## config.mk

```make
export PLATFORM = sky130hd
export DESIGN_NAME = me_search_ctrl_flat
export DESIGN_NICKNAME = d
export VERILOG_FILES = /design/src/rtl/me_search_ctrl_if.sv /design/src/rtl/me_search_ctrl.sv /design/src/flat_wrapper.sv
export SDC_FILE = /design/constraint.sdc
export NUM_CORES = 1
export LEC_CHECK = 0
export CORE_MARGIN = 2
export CORE_UTILIZATION = 49
export CTS_CLUSTER_DIAMETER = 60
export DETAILED_ROUTE_END_ITERATION = 8
export PLACE_DENSITY = 0.87
export SLEW_MARGIN = 25
export SYNTH_ARGS = -nofsm -noshare
export SYNTH_HDL_FRONTEND = slang
export SYNTH_SLANG_ARGS = --single-unit
```

## constraint.sdc

```tcl
create_clock -name clock -period 8.6 [get_ports clock]
set_clock_uncertainty 0.05 [all_clocks]
set_input_delay 1.72 -clock clock [delete_from_list [all_inputs] [get_ports clock]]
set_output_delay 1.72 -clock clock [all_outputs]
set_load 0.05 [all_outputs]
```

## src/rtl/me_search_ctrl_if.sv

```systemverilog
// Purpose: bundles the search-controller bus: start/busy/done, memory addresses, PE controls, distortions and results.
// Ports: master = controller side (drives addresses, PE controls, results); slave = memories/PE array/host side.
// Parameters N (block size, power of two) and DW (pixel/distortion width) must match the controller instance.
interface me_search_ctrl_if #(
    parameter int N  = 16,
    parameter int DW = 8
);
    localparam int LOGN = $clog2(N);

    logic                start;
    logic                busy;
    logic                done;
    logic [2*LOGN-1:0]   r_addr;
    logic                r_en;
    logic [2*LOGN:0]     s1_addr;
    logic [2*LOGN:0]     s2_addr;
    logic                s_en;
    logic [N-1:0]        s1s2_mux;
    logic [N-1:0]        new_dist;
    logic [N*DW-1:0]     acc_bus;
    logic [DW-1:0]       best_dist;
    logic [LOGN-1:0]     best_mv_x;
    logic [LOGN-1:0]     best_mv_y;

    modport master (
        input  start, acc_bus,
        output busy, done, r_addr, r_en, s1_addr, s2_addr, s_en,
               s1s2_mux, new_dist, best_dist, best_mv_x, best_mv_y
    );

    modport slave (
        output start, acc_bus,
        input  busy, done, r_addr, r_en, s1_addr, s2_addr, s_en,
               s1s2_mux, new_dist, best_dist, best_mv_x, best_mv_y
    );
endinterface

```

## src/rtl/me_search_ctrl.sv

```systemverilog
// Purpose: full-search SAD sequencer for an N-PE block-matching array; drives memory addresses and PE controls, tracks minimum-SAD vector.
// Latency: N passes of N*N+N+1 cycles, done pulses in cycle N*(N*N+N+1)+1 after start is sampled; start ignored while busy.
// Ports: clock, reset_n (async active-low), bus (me_search_ctrl_if.master). Optional macro ME_EARLY_EXIT_EN: stop after a pass once best_dist is 0.
module me_search_ctrl #(
    parameter int N  = 16,
    parameter int DW = 8
) (
    input  logic               clock,
    input  logic               reset_n,
    me_search_ctrl_if.master   bus
);
    localparam int LOGN = $clog2(N);
    localparam int NPE  = N;
    // pc spans 0..N*N+N, which always fits in 2*LOGN+1 bits
    localparam int PCW  = 2 * LOGN + 1;

    localparam logic [PCW-1:0]  PC_LAST      = PCW'(N * N + NPE);
    localparam logic [PCW-1:0]  PC_ISSUE_END = PCW'(N * N + NPE - 2);
    localparam logic [PCW-1:0]  PC_REF_END   = PCW'(N * N);
    localparam logic [PCW-1:0]  PC_SAMP0     = PCW'(N * N + 1);
    localparam logic [LOGN-1:0] V_LAST       = LOGN'(N - 1);
    localparam logic [LOGN-1:0] HALF         = LOGN'(N / 2);
    localparam logic [LOGN-1:0] K_ONE        = LOGN'(1);
    localparam logic [LOGN:0]   ROW_ONE      = (LOGN + 1)'(1);

    localparam logic [1:0] ST_IDLE = 2'd0;
    localparam logic [1:0] ST_PASS = 2'd1;
    localparam logic [1:0] ST_DONE = 2'd2;

    logic [1:0]        state_q, state_d;
    logic [PCW-1:0]    pc_q, pc_d;
    logic [LOGN-1:0]   v_q, v_d;
    logic              busy_q, busy_d;
    logic              done_q, done_d;
    logic [2*LOGN-1:0] r_addr_q, r_addr_d;
    logic              r_en_q, r_en_d;
    logic [2*LOGN:0]   s1_addr_q, s1_addr_d;
    logic [2*LOGN:0]   s2_addr_q, s2_addr_d;
    logic              s_en_q, s_en_d;
    logic [NPE-1:0]    s1s2_mux_q, s1s2_mux_d;
    logic [NPE-1:0]    new_dist_q, new_dist_d;
    logic [DW-1:0]     best_dist_q, best_dist_d;
    logic [LOGN-1:0]   best_mv_x_q, best_mv_x_d;
    logic [LOGN-1:0]   best_mv_y_q, best_mv_y_d;

    logic              sampling;
    logic [LOGN-1:0]   samp_k;
    logic [DW-1:0]     cand;
    logic              early_exit;
    logic              in_win_q;
    logic              in_win_d;
    logic [LOGN:0]     row_d;

    always_comb begin
        // ---------------- best-match tracking ----------------
        best_dist_d = best_dist_q;
        best_mv_x_d = best_mv_x_q;
        best_mv_y_d = best_mv_y_q;
        sampling    = (state_q == ST_PASS) && (pc_q >= PC_SAMP0);
        // PE k is sampled at pc = N*N+1+k; since N*N+1 = 1 mod N, k = pc[LOGN-1:0] - 1
        samp_k      = pc_q[LOGN-1:0] - K_ONE;
        cand        = '0;
        for (int k = 0; k < NPE; k++) begin
            if (samp_k == LOGN'(k)) begin
                cand = bus.acc_bus[k*DW +: DW];
            end
        end
        if (sampling) begin
            // first candidate loads unconditionally; strict < keeps the earliest on ties
            if (((v_q == '0) && (samp_k == '0)) || (cand < best_dist_q)) begin
                best_dist_d = cand;
                best_mv_x_d = samp_k - HALF;
                best_mv_y_d = v_q - HALF;
            end
        end

`ifdef ME_EARLY_EXIT_EN
        early_exit = (best_dist_d == '0);
`else
        early_exit = 1'b0;
`endif

        // ---------------- sequencing ----------------
        state_d = state_q;
        pc_d    = pc_q;
        v_d     = v_q;
        case (state_q)
            ST_IDLE: begin
                if (bus.start) begin
                    state_d = ST_PASS;
                    pc_d    = '0;
                    v_d     = '0;
                end
            end
            ST_PASS: begin
                if (pc_q == PC_LAST) begin
                    pc_d = '0;
                    if ((v_q == V_LAST) || early_exit) begin
                        state_d = ST_DONE;
                    end else begin
                        v_d = v_q + K_ONE;
                    end
                end else begin
                    pc_d = pc_q + PCW'(1);
                end
            end
            ST_DONE: state_d = ST_IDLE;
            default: state_d = ST_IDLE;
        endcase

        busy_d = (state_d != ST_IDLE);
        done_d = (state_d == ST_DONE);

        // ---------------- memory addressing (valid in the cycle pc = c) ----------------
        in_win_d  = (state_d == ST_PASS) && (pc_d <= PC_ISSUE_END);
        row_d     = pc_d[2*LOGN:LOGN] + {1'b0, v_d};
        s_en_d    = in_win_d;
        s1_addr_d = s1_addr_q;
        s2_addr_d = s2_addr_q;
        if (in_win_d) begin
            s1_addr_d = {row_d, pc_d[LOGN-1:0]};
            // wraps for c < N on the first pass; the PE never selects that data
            s2_addr_d = {row_d - ROW_ONE, pc_d[LOGN-1:0]};
        end
        r_en_d   = (state_d == ST_PASS) && (pc_d < PC_REF_END);
        r_addr_d = r_en_d ? pc_d[2*LOGN-1:0] : r_addr_q;

        // ---------------- PE controls: one-cycle-delayed decode of c ----------------
        in_win_q   = (state_q == ST_PASS) && (pc_q <= PC_ISSUE_END);
        new_dist_d = '0;
        s1s2_mux_d = '0;
        if (in_win_q) begin
            for (int k = 0; k < NPE; k++) begin
                new_dist_d[k] = (pc_q == PCW'(k));
                s1s2_mux_d[k] = (pc_q[LOGN-1:0] >= LOGN'(k));
            end
        end
    end

    always_ff @(posedge clock or negedge reset_n) begin
        if (!reset_n) begin
            state_q     <= ST_IDLE;
            pc_q        <= '0;
            v_q         <= '0;
            busy_q      <= 1'b0;
            done_q      <= 1'b0;
            r_addr_q    <= '0;
            r_en_q      <= 1'b0;
            s1_addr_q   <= '0;
            s2_addr_q   <= '0;
            s_en_q      <= 1'b0;
            s1s2_mux_q  <= '0;
            new_dist_q  <= '0;
            best_dist_q <= '1;
            best_mv_x_q <= '0;
            best_mv_y_q <= '0;
        end else begin
            state_q     <= state_d;
            pc_q        <= pc_d;
            v_q         <= v_d;
            busy_q      <= busy_d;
            done_q      <= done_d;
            r_addr_q    <= r_addr_d;
            r_en_q      <= r_en_d;
            s1_addr_q   <= s1_addr_d;
            s2_addr_q   <= s2_addr_d;
            s_en_q      <= s_en_d;
            s1s2_mux_q  <= s1s2_mux_d;
            new_dist_q  <= new_dist_d;
            best_dist_q <= best_dist_d;
            best_mv_x_q <= best_mv_x_d;
            best_mv_y_q <= best_mv_y_d;
        end
    end

    assign bus.busy      = busy_q;
    assign bus.done      = done_q;
    assign bus.r_addr    = r_addr_q;
    assign bus.r_en      = r_en_q;
    assign bus.s1_addr   = s1_addr_q;
    assign bus.s2_addr   = s2_addr_q;
    assign bus.s_en      = s_en_q;
    assign bus.s1s2_mux  = s1s2_mux_q;
    assign bus.new_dist  = new_dist_q;
    assign bus.best_dist = best_dist_q;
    assign bus.best_mv_x = best_mv_x_q;
    assign bus.best_mv_y = best_mv_y_q;
endmodule

```

## src/flat_wrapper.sv

```systemverilog
// flat-port wrapper written by rule: the top's interface ports become plain ports
module me_search_ctrl_flat 
#(
    parameter int N  = 16,
    parameter int DW = 8
)
  (clock, reset_n, bus_start, bus_acc_bus, bus_busy, bus_done, bus_r_addr, bus_r_en, bus_s1_addr, bus_s2_addr, bus_s_en, bus_s1s2_mux, bus_new_dist, bus_best_dist, bus_best_mv_x, bus_best_mv_y);
  me_search_ctrl_if #(.N(N), .DW(DW)) bus_i ();
  input  logic clock;
  input  logic reset_n;
  input wire logic [$bits(bus_i.start)-1:0] bus_start;
  input wire logic [$bits(bus_i.acc_bus)-1:0] bus_acc_bus;
  output wire logic [$bits(bus_i.busy)-1:0] bus_busy;
  output wire logic [$bits(bus_i.done)-1:0] bus_done;
  output wire logic [$bits(bus_i.r_addr)-1:0] bus_r_addr;
  output wire logic [$bits(bus_i.r_en)-1:0] bus_r_en;
  output wire logic [$bits(bus_i.s1_addr)-1:0] bus_s1_addr;
  output wire logic [$bits(bus_i.s2_addr)-1:0] bus_s2_addr;
  output wire logic [$bits(bus_i.s_en)-1:0] bus_s_en;
  output wire logic [$bits(bus_i.s1s2_mux)-1:0] bus_s1s2_mux;
  output wire logic [$bits(bus_i.new_dist)-1:0] bus_new_dist;
  output wire logic [$bits(bus_i.best_dist)-1:0] bus_best_dist;
  output wire logic [$bits(bus_i.best_mv_x)-1:0] bus_best_mv_x;
  output wire logic [$bits(bus_i.best_mv_y)-1:0] bus_best_mv_y;
  assign bus_i.start = bus_start;
  assign bus_i.acc_bus = bus_acc_bus;
  assign bus_busy = bus_i.busy;
  assign bus_done = bus_i.done;
  assign bus_r_addr = bus_i.r_addr;
  assign bus_r_en = bus_i.r_en;
  assign bus_s1_addr = bus_i.s1_addr;
  assign bus_s2_addr = bus_i.s2_addr;
  assign bus_s_en = bus_i.s_en;
  assign bus_s1s2_mux = bus_i.s1s2_mux;
  assign bus_new_dist = bus_i.new_dist;
  assign bus_best_dist = bus_i.best_dist;
  assign bus_best_mv_x = bus_i.best_mv_x;
  assign bus_best_mv_y = bus_i.best_mv_y;
  me_search_ctrl #(.N(N), .DW(DW)) u_core (.clock(clock), .reset_n(reset_n), .bus(bus_i));
endmodule
```

Word-level counts from Yosys, hierarchy flattened
Cells that the tools add are included.
{"block": "totals", "register_bits": 93, "out_inout_bits": 78, "elab_cells": 119, "in_bits": 131}
{"block": "op_classes", "n_addsub": 7, "n_eq_ne": 35, "mux": 29, "order_cmp": 21, "reduce_logical": 12}
{"operator": "$mux W8", "n": 16}
{"operator": "$eq A9 B4 Y1 const B", "n": 8}
{"operator": "$eq A4 B4 Y1 const B", "n": 9}
{"operator": "$eq A9 B3 Y1 const B", "n": 4}
{"operator": "$ge A4 B4 Y1 const B", "n": 8}
{"operator": "$mux W16", "n": 2}
{"operator": "$eq A9 B2 Y1 const B", "n": 2}
{"operator": "$le A9 B9 Y1 const B", "n": 2}
{"operator": "$mux W9", "n": 2}
{"operator": "$pmux W9 S2", "n": 1}
{"operator": "$eq A4 B3 Y1 const B", "n": 4}
{"operator": "$ge A4 B3 Y1 const B", "n": 4}
{"operator": "$mux W4", "n": 3}
{"operator": "$add A9 B1 Y9 const B", "n": 1}
{"operator": "$eq A9 B1 Y1 const B", "n": 1}
{"operator": "$eq A9 B9 Y1 const B", "n": 1}
{"operator": "$ge A9 B9 Y1 const B", "n": 1}
{"operator": "$logic_not A9 Y1", "n": 1}
{"operator": "$lt A9 B9 Y1 const B", "n": 1}
{"operator": "$eq A4 B2 Y1 const B", "n": 2}
{"operator": "$ge A4 B1 Y1 const B", "n": 2}
{"operator": "$ge A4 B2 Y1 const B", "n": 2}
{"operator": "$logic_not A4 Y1", "n": 2}
{"operator": "$lt A8 B8 Y1", "n": 1}
{"operator": "other kinds (16)", "n": 24}

Longest topological paths before layout
{"block": "depth", "ltp_word": 21, "mapped_depth": 21, "ltp_nobuf": 16}

Least setup slack after synthesis
Ideal clock, no wire load.
{"block": "synth_timing", "path_type": "in2reg", "start": "input bus_acc_bus[14]", "end": "register u_core.best_mv_x_q[0], in the netlist u_core.bus.best_mv_x[0]", "t_arrival_ns": 4.653, "n_path_buf": 1, "setup_time_ns": 0.125, "t_required_ns": 8.425, "cell_stages": 14, "setup_slack_ns": 3.772, "cell_sequence": "a221o_1 a32oi_1 a21oi_1 o21ai_0 a21oi_1 ha_1 and3_1 a221oi_1 nand3_1 a211o_1 nor4_4 o31ai_4 buf_6 mux2_4"}
{"block": "synth_via", "elab_chain_cells": 18}
{"item": "start: declaration", "line_no": "flat_wrapper.sv:12", "source": "input wire logic [$bits(bus_i.acc_bus)-1:0] bus_acc_bus;"}
{"item": "$mux W8 (15 in a row)", "line_no": "me_search_ctrl.sv:64", "source": "if (samp_k == LOGN'(k)) begin"}
{"item": "net u_core.cand[6]", "line_no": "me_search_ctrl.sv:48", "source": "logic [DW-1:0] cand;"}
{"item": "$lt A8 B8 Y1", "line_no": "me_search_ctrl.sv:70", "source": "if (((v_q == '0) && (samp_k == '0)) || (cand < best_dist_q)) begin"}
{"item": "$logic_or A1 B1 Y1", "line_no": "me_search_ctrl.sv:70"}
{"item": "$reduce_and A2 Y1 (no line)"}
{"item": "end signal: assignment", "line_no": "me_search_ctrl.sv:171", "source": "best_mv_x_q <= best_mv_x_d;"}
{"item": "end: declaration", "line_no": "me_search_ctrl.sv:43", "source": "logic [LOGN-1:0] best_mv_x_q, best_mv_x_d;"}
The timed path passes the listed nets, and every way through them passes these cells.
A chain may end at the register's enable or synchronous reset.

Worst setup path in the final report
{"block": "layout_timing", "start": "register u_core.pc_q[0]", "end": "register u_core.best_mv_y_q[1], in the netlist u_core.bus.best_mv_y[1]"}
{"block": "layout_via", "elab_chain_cells": 21, "word_cells_on_any_way": 39, "cone_classes": "1 x add/sub; 2 x order compare; 15 x eq/ne; 16 x mux; 5 x reduce/logical"}
{"item": "start: declaration", "line_no": "me_search_ctrl.sv:31", "source": "logic [PCW-1:0] pc_q, pc_d;"}
{"item": "start signal: assignment", "line_no": "me_search_ctrl.sv:159", "source": "pc_q <= pc_d;"}
{"item": "$sub A4 B1 Y4 (*)", "line_no": "me_search_ctrl.sv:61", "source": "samp_k = pc_q[LOGN-1:0] - K_ONE;"}
{"item": "net u_core.samp_k[0]", "line_no": "me_search_ctrl.sv:47", "source": "logic [LOGN-1:0] samp_k;"}
{"item": "$logic_not A4 Y1", "line_no": "me_search_ctrl.sv:64"}
{"item": "$mux W8 (15 in a row)", "line_no": "me_search_ctrl.sv:64"}
{"item": "$mux W8 (*)", "line_no": "me_search_ctrl.sv:64"}
{"item": "net u_core.cand[7]", "line_no": "me_search_ctrl.sv:48"}
{"item": "$lt A8 B8 Y1 (*)", "line_no": "me_search_ctrl.sv:70"}
{"item": "$logic_or A1 B1 Y1 (*)", "line_no": "me_search_ctrl.sv:70"}
{"item": "$reduce_and A2 Y1 (no line) (*)"}
{"item": "end signal: assignment", "line_no": "me_search_ctrl.sv:172", "source": "best_mv_y_q <= best_mv_y_d;"}
{"item": "end: declaration", "line_no": "me_search_ctrl.sv:44", "source": "logic [LOGN-1:0] best_mv_y_q, best_mv_y_d;"}
The timed path passes the listed nets; every way through them passes the cells marked *.

==> flow_summary.yaml <==
pwr:
  sw_frac_of_total_pct: 50.2
  p_comb_share_pct: 63.2
  leakage_nw: 3.43
  clkPwrFrac_pct: 13.9
  p_sw_mw: 1.40
  p_seq_share_pct: 22.9
  p_per_area_nw_per_um2: 345
  p_int_mw: 1.39
  peakVddDrop_uv: 278
run:
  maxCapViolCount: 0
setup_path:
  critical_path.max_fanout: 31
  cp.required_ns: 8.78
  worstPathArrival_ns: 6.20
  startpoint: "u_core.pc_q[0]$_DFF_PN0_"
  crit_type: "flip-flop to flip-flop"
  cpMaxStageDelayCell: "ha_1"
  max_stage_delay_ns: 0.86
  crit_path_start_kind: "flip-flop"
  worstPathCellList: "inv_1 > ha_1 > nand2b_1 > a21oi_2 > o21a_1 > a221oi_1 > a211oi_1 > ha_1 > and3_1 > a221oi_1 > nand3_1 > a211o_1 > o21ai_0 > o31ai_4 > mux2_4"
  end_kind: "flip-flop"
  reg2reg_slack_ns: 2.58
  r2r-start: "u_core.pc_q[0]$_DFF_PN0_"
synthesis:
  seq_area_frac_synth_pct: 39.2
  synth_seq_cells: 89
  synth_mux_area_share_pct: 7.93
  synth_xor_area_share_pct: 1.23
  synth.avg_cell_area_um2: 9.39
  synthAdderAreaFrac_pct: 4.73
  synth_top_family_by_area: "compound AO/OA/AOI/OAI gates"
  synth.net_count: 760
  netlist_area_um2: 5710
  syn_inst: 608
  synth_warnings: 0
  synthFlopType: "dfrtp_1"
  synthSimpleGateAreaFrac_pct: 19.1
  synth_edf_count: 0
  async_flop_share_pct: 100
  synth_compound_area_share_pct: 21.6
  yosysUniqueCellTypes: 67
outcome:
  outcome: "complete, no violations"
layout:
  drive_above_1_share_pct: 10.9
  final_common_cell: "clkdlybuf4s50_1"
  nets: 947
  final_cells: 943
  stdcell_area_um2: 8090
  most-common-layout-cells: "clkdlybuf4s50_1 (207), dfrtp_1 (81), nand2_1 (62), nor2_1 (52), inv_1 (32)"
  n_antenna_cell: 0
  syn_to_final_growth_pct: 41.7
  fin_util_pct: 70.9
min_path:
  holdCritPathClass: "flip-flop to flip-flop"
  holdCritStartpoint: "u_core.bus.r_addr[1]$_DFFE_PN0P_"
cts:
  cts_tree: "yes"
  h-tree-depth: 3
  clk_path_buf_depth: 2
  cts.sinks: 89
  cts-root-buf: "clkbuf_16"
  ctsResizeCount: 0
  cts_made_buffers: 9
  insertion_delay_ns: 0.35
  cts_hold_buf: 0
  cts_setup_buffers: 0
  clk_pin_slew_ns: 0.07
floorplan:
  initial_utilization_pct: 50.0
  fp.dieH_um: 112
  rows: 39
  die_area_um2: 12500
  die_w_um: 112
  ios: 209
  core_area_um2: 11400
sta:
  rsz0062_at_grt: "no"
  setup_tns_ns: 0
  period_needed_ns: 6.02
  timing.final.crit_share_pct: 70.0
  tightest_slew_ns: 1.02
  hold_viol_final: 0
  slew_headroom_pct: 32.1
  setup_viol: 0
  drv_slew: 0
  maxClockFrequency_ghz: 0.166
grt:
  gr-total-overflow: 0
  grt_max_degree: 76
  grt_pass1_vias: 5568
  grt_pass1_wl_mm: 30.5
  grt_usage_pct: 31.0
  antenna_found_initial: 0
drt:
  wl_per_cell_um: 20.8
  via_count: 5536
  drc: 0
  finalWirelength_mm: 19.7
  antenna_left: 0
  firstDrtPassIters: 5
  drtIter0Drc: 408
  via_per_inst: 5.87
placement:
  place_congestion: 0.907
  io_buffers: 208
  dpl.cell_count: 927
  dpl-instance-area_um2: 7790
  dp.final_hpwl_mm: 14.8
-- path summary, 6_finish.rpt --
path / endpoint / cells after the start
setup / recovery: u_core.bus.best_mv_y[1]$_DFFE_PN0P_ / 15
hold reg to reg: u_core.bus.r_addr[1]$_DFFE_PN0P_ / 2
setup reg to reg: u_core.bus.best_mv_y[1]$_DFFE_PN0P_ / 15
hold / removal: u_core.bus.r_addr[1]$_DFFE_PN0P_ / 2
min in group asynchronous: u_core.bus.s1_addr[8]$_DFFE_PN0P_ / 1
max in group asynchronous: u_core.bus.new_dist[0]$_DFF_PN0_ / 2
-- metrics by stage --
stage	hold slack, ns	worst slack [ns]	power [mW]
2_1_floorplan	0.410	3.77	1.85
3_3_place_gp	0.412	2.73	2.35
3_5_place_dp	0.416	2.70	2.38
4_1_cts	0.435	2.66	2.79
5_1_grt	0.475	2.17	2.95
6_report	0.433	2.58	2.79
-- layer usage --
metal | up-vias | global-route usage (%) | wire length, um | part of all wire [%]
met5 | - | 0 | 0 | 0
met1 | 2690 | 39.2 | 7950 | 40
met2 | 243 | 53.8 | 9910 | 50
met3 | 38 | 7.08 | 1400 | 7.1
met4 | 0 | 8.13 | 395 | 2.0
li1 | 2565 | - | - | -
-- layout make-up --
cell class / instances / area, um^2
fill: 884 / 3330
multi-input combinational: 445 / 3120
sequential: 89 / 2240
timing repair buffer: 214 / 2130
clock buffer: 9 / 225
tap: 143 / 179
inverter: 36 / 135
clock inverter: 7 / 66.3
-- synthesized netlist by cell type, types with 6 or more instances --
| master | count | area [um^2] |
|---|---|---|
| dfrtp_1 | 81 | 2030 |
| nand2_1 | 62 | 233 |
| nor2_1 | 52 | 195 |
| inv_1 | 32 | 120 |
| o21ai_0 | 29 | 145 |
| a21oi_1 | 27 | 135 |
| ha_1 | 20 | 250 |
| clkbuf_1 | 19 | 71.3 |
| o22ai_1 | 17 | 106 |
| and3_1 | 16 | 100 |
| mux2_4 | 15 | 225 |
| mux2_2 | 14 | 158 |
| a221o_1 | 13 | 130 |
| nand2b_1 | 13 | 81.3 |
| nor3_1 | 13 | 65.1 |
| nand3_1 | 12 | 60.1 |
| nor2b_1 | 12 | 75.1 |
| a22oi_1 | 11 | 82.6 |
| a32oi_1 | 9 | 78.8 |
| and2_1 | 9 | 56.3 |
| buf_4 | 8 | 60.1 |
| dfstp_2 | 8 | 210 |
| mux2i_1 | 7 | 70.1 |
| o21a_1 | 7 | 52.6 |
| a22o_1 | 6 | 52.6 |
| buf_2 | 6 | 30.0 |
| xnor2_1 | 6 | 52.6 |
-- cell families after synthesis --
group                      after synthesis
muxes                                   36
AOI/OAI and AO/OA                      166
DFF                                     89
and+or+nand+nor                        214
xor gates and xnor gates                 8
buffers and inverters                   74
adders and majority gates               21
-- critical path: cells and delay by family (launching register included) --
kind                     cells  cell delay [ns]
AND/OR/NAND/NOR              3             0.59
buffers and inverters        1             0.24
multiplexers                 1             0.38
AO/OA/AOI/OAI                8             2.87
flip-flops                   1             0.57
adder cells (fa/ha/maj)      2             1.19
-- sequential cells by signal, summed over array words and instances (netlist names), 2 cells and up --
name / cells
u_core.bus.best_dist: 8
u_core.bus.r_addr: 8
u_core.bus.best_mv_x: 4
u_core.state_q: 2
u_core.bus.s1_addr: 5
u_core.bus.s1s2_mux: 16
u_core.v_q: 4
u_core.bus.new_dist: 16
u_core.pc_q: 9
u_core.bus.best_mv_y: 4
u_core.bus.s2_addr: 9
-- power by group through the flow --
stage	clock [mW]	combinational, mW	sequential [mW]
finish	0.388	1.77	0.639
floorplan	0	0.909	0.942
detailed placement	0	1.74	0.643
global route	0.411	1.88	0.654
CTS	0.395	1.76	0.638
global placement	0	1.71	0.637
(Power assumes the default switching activity.)
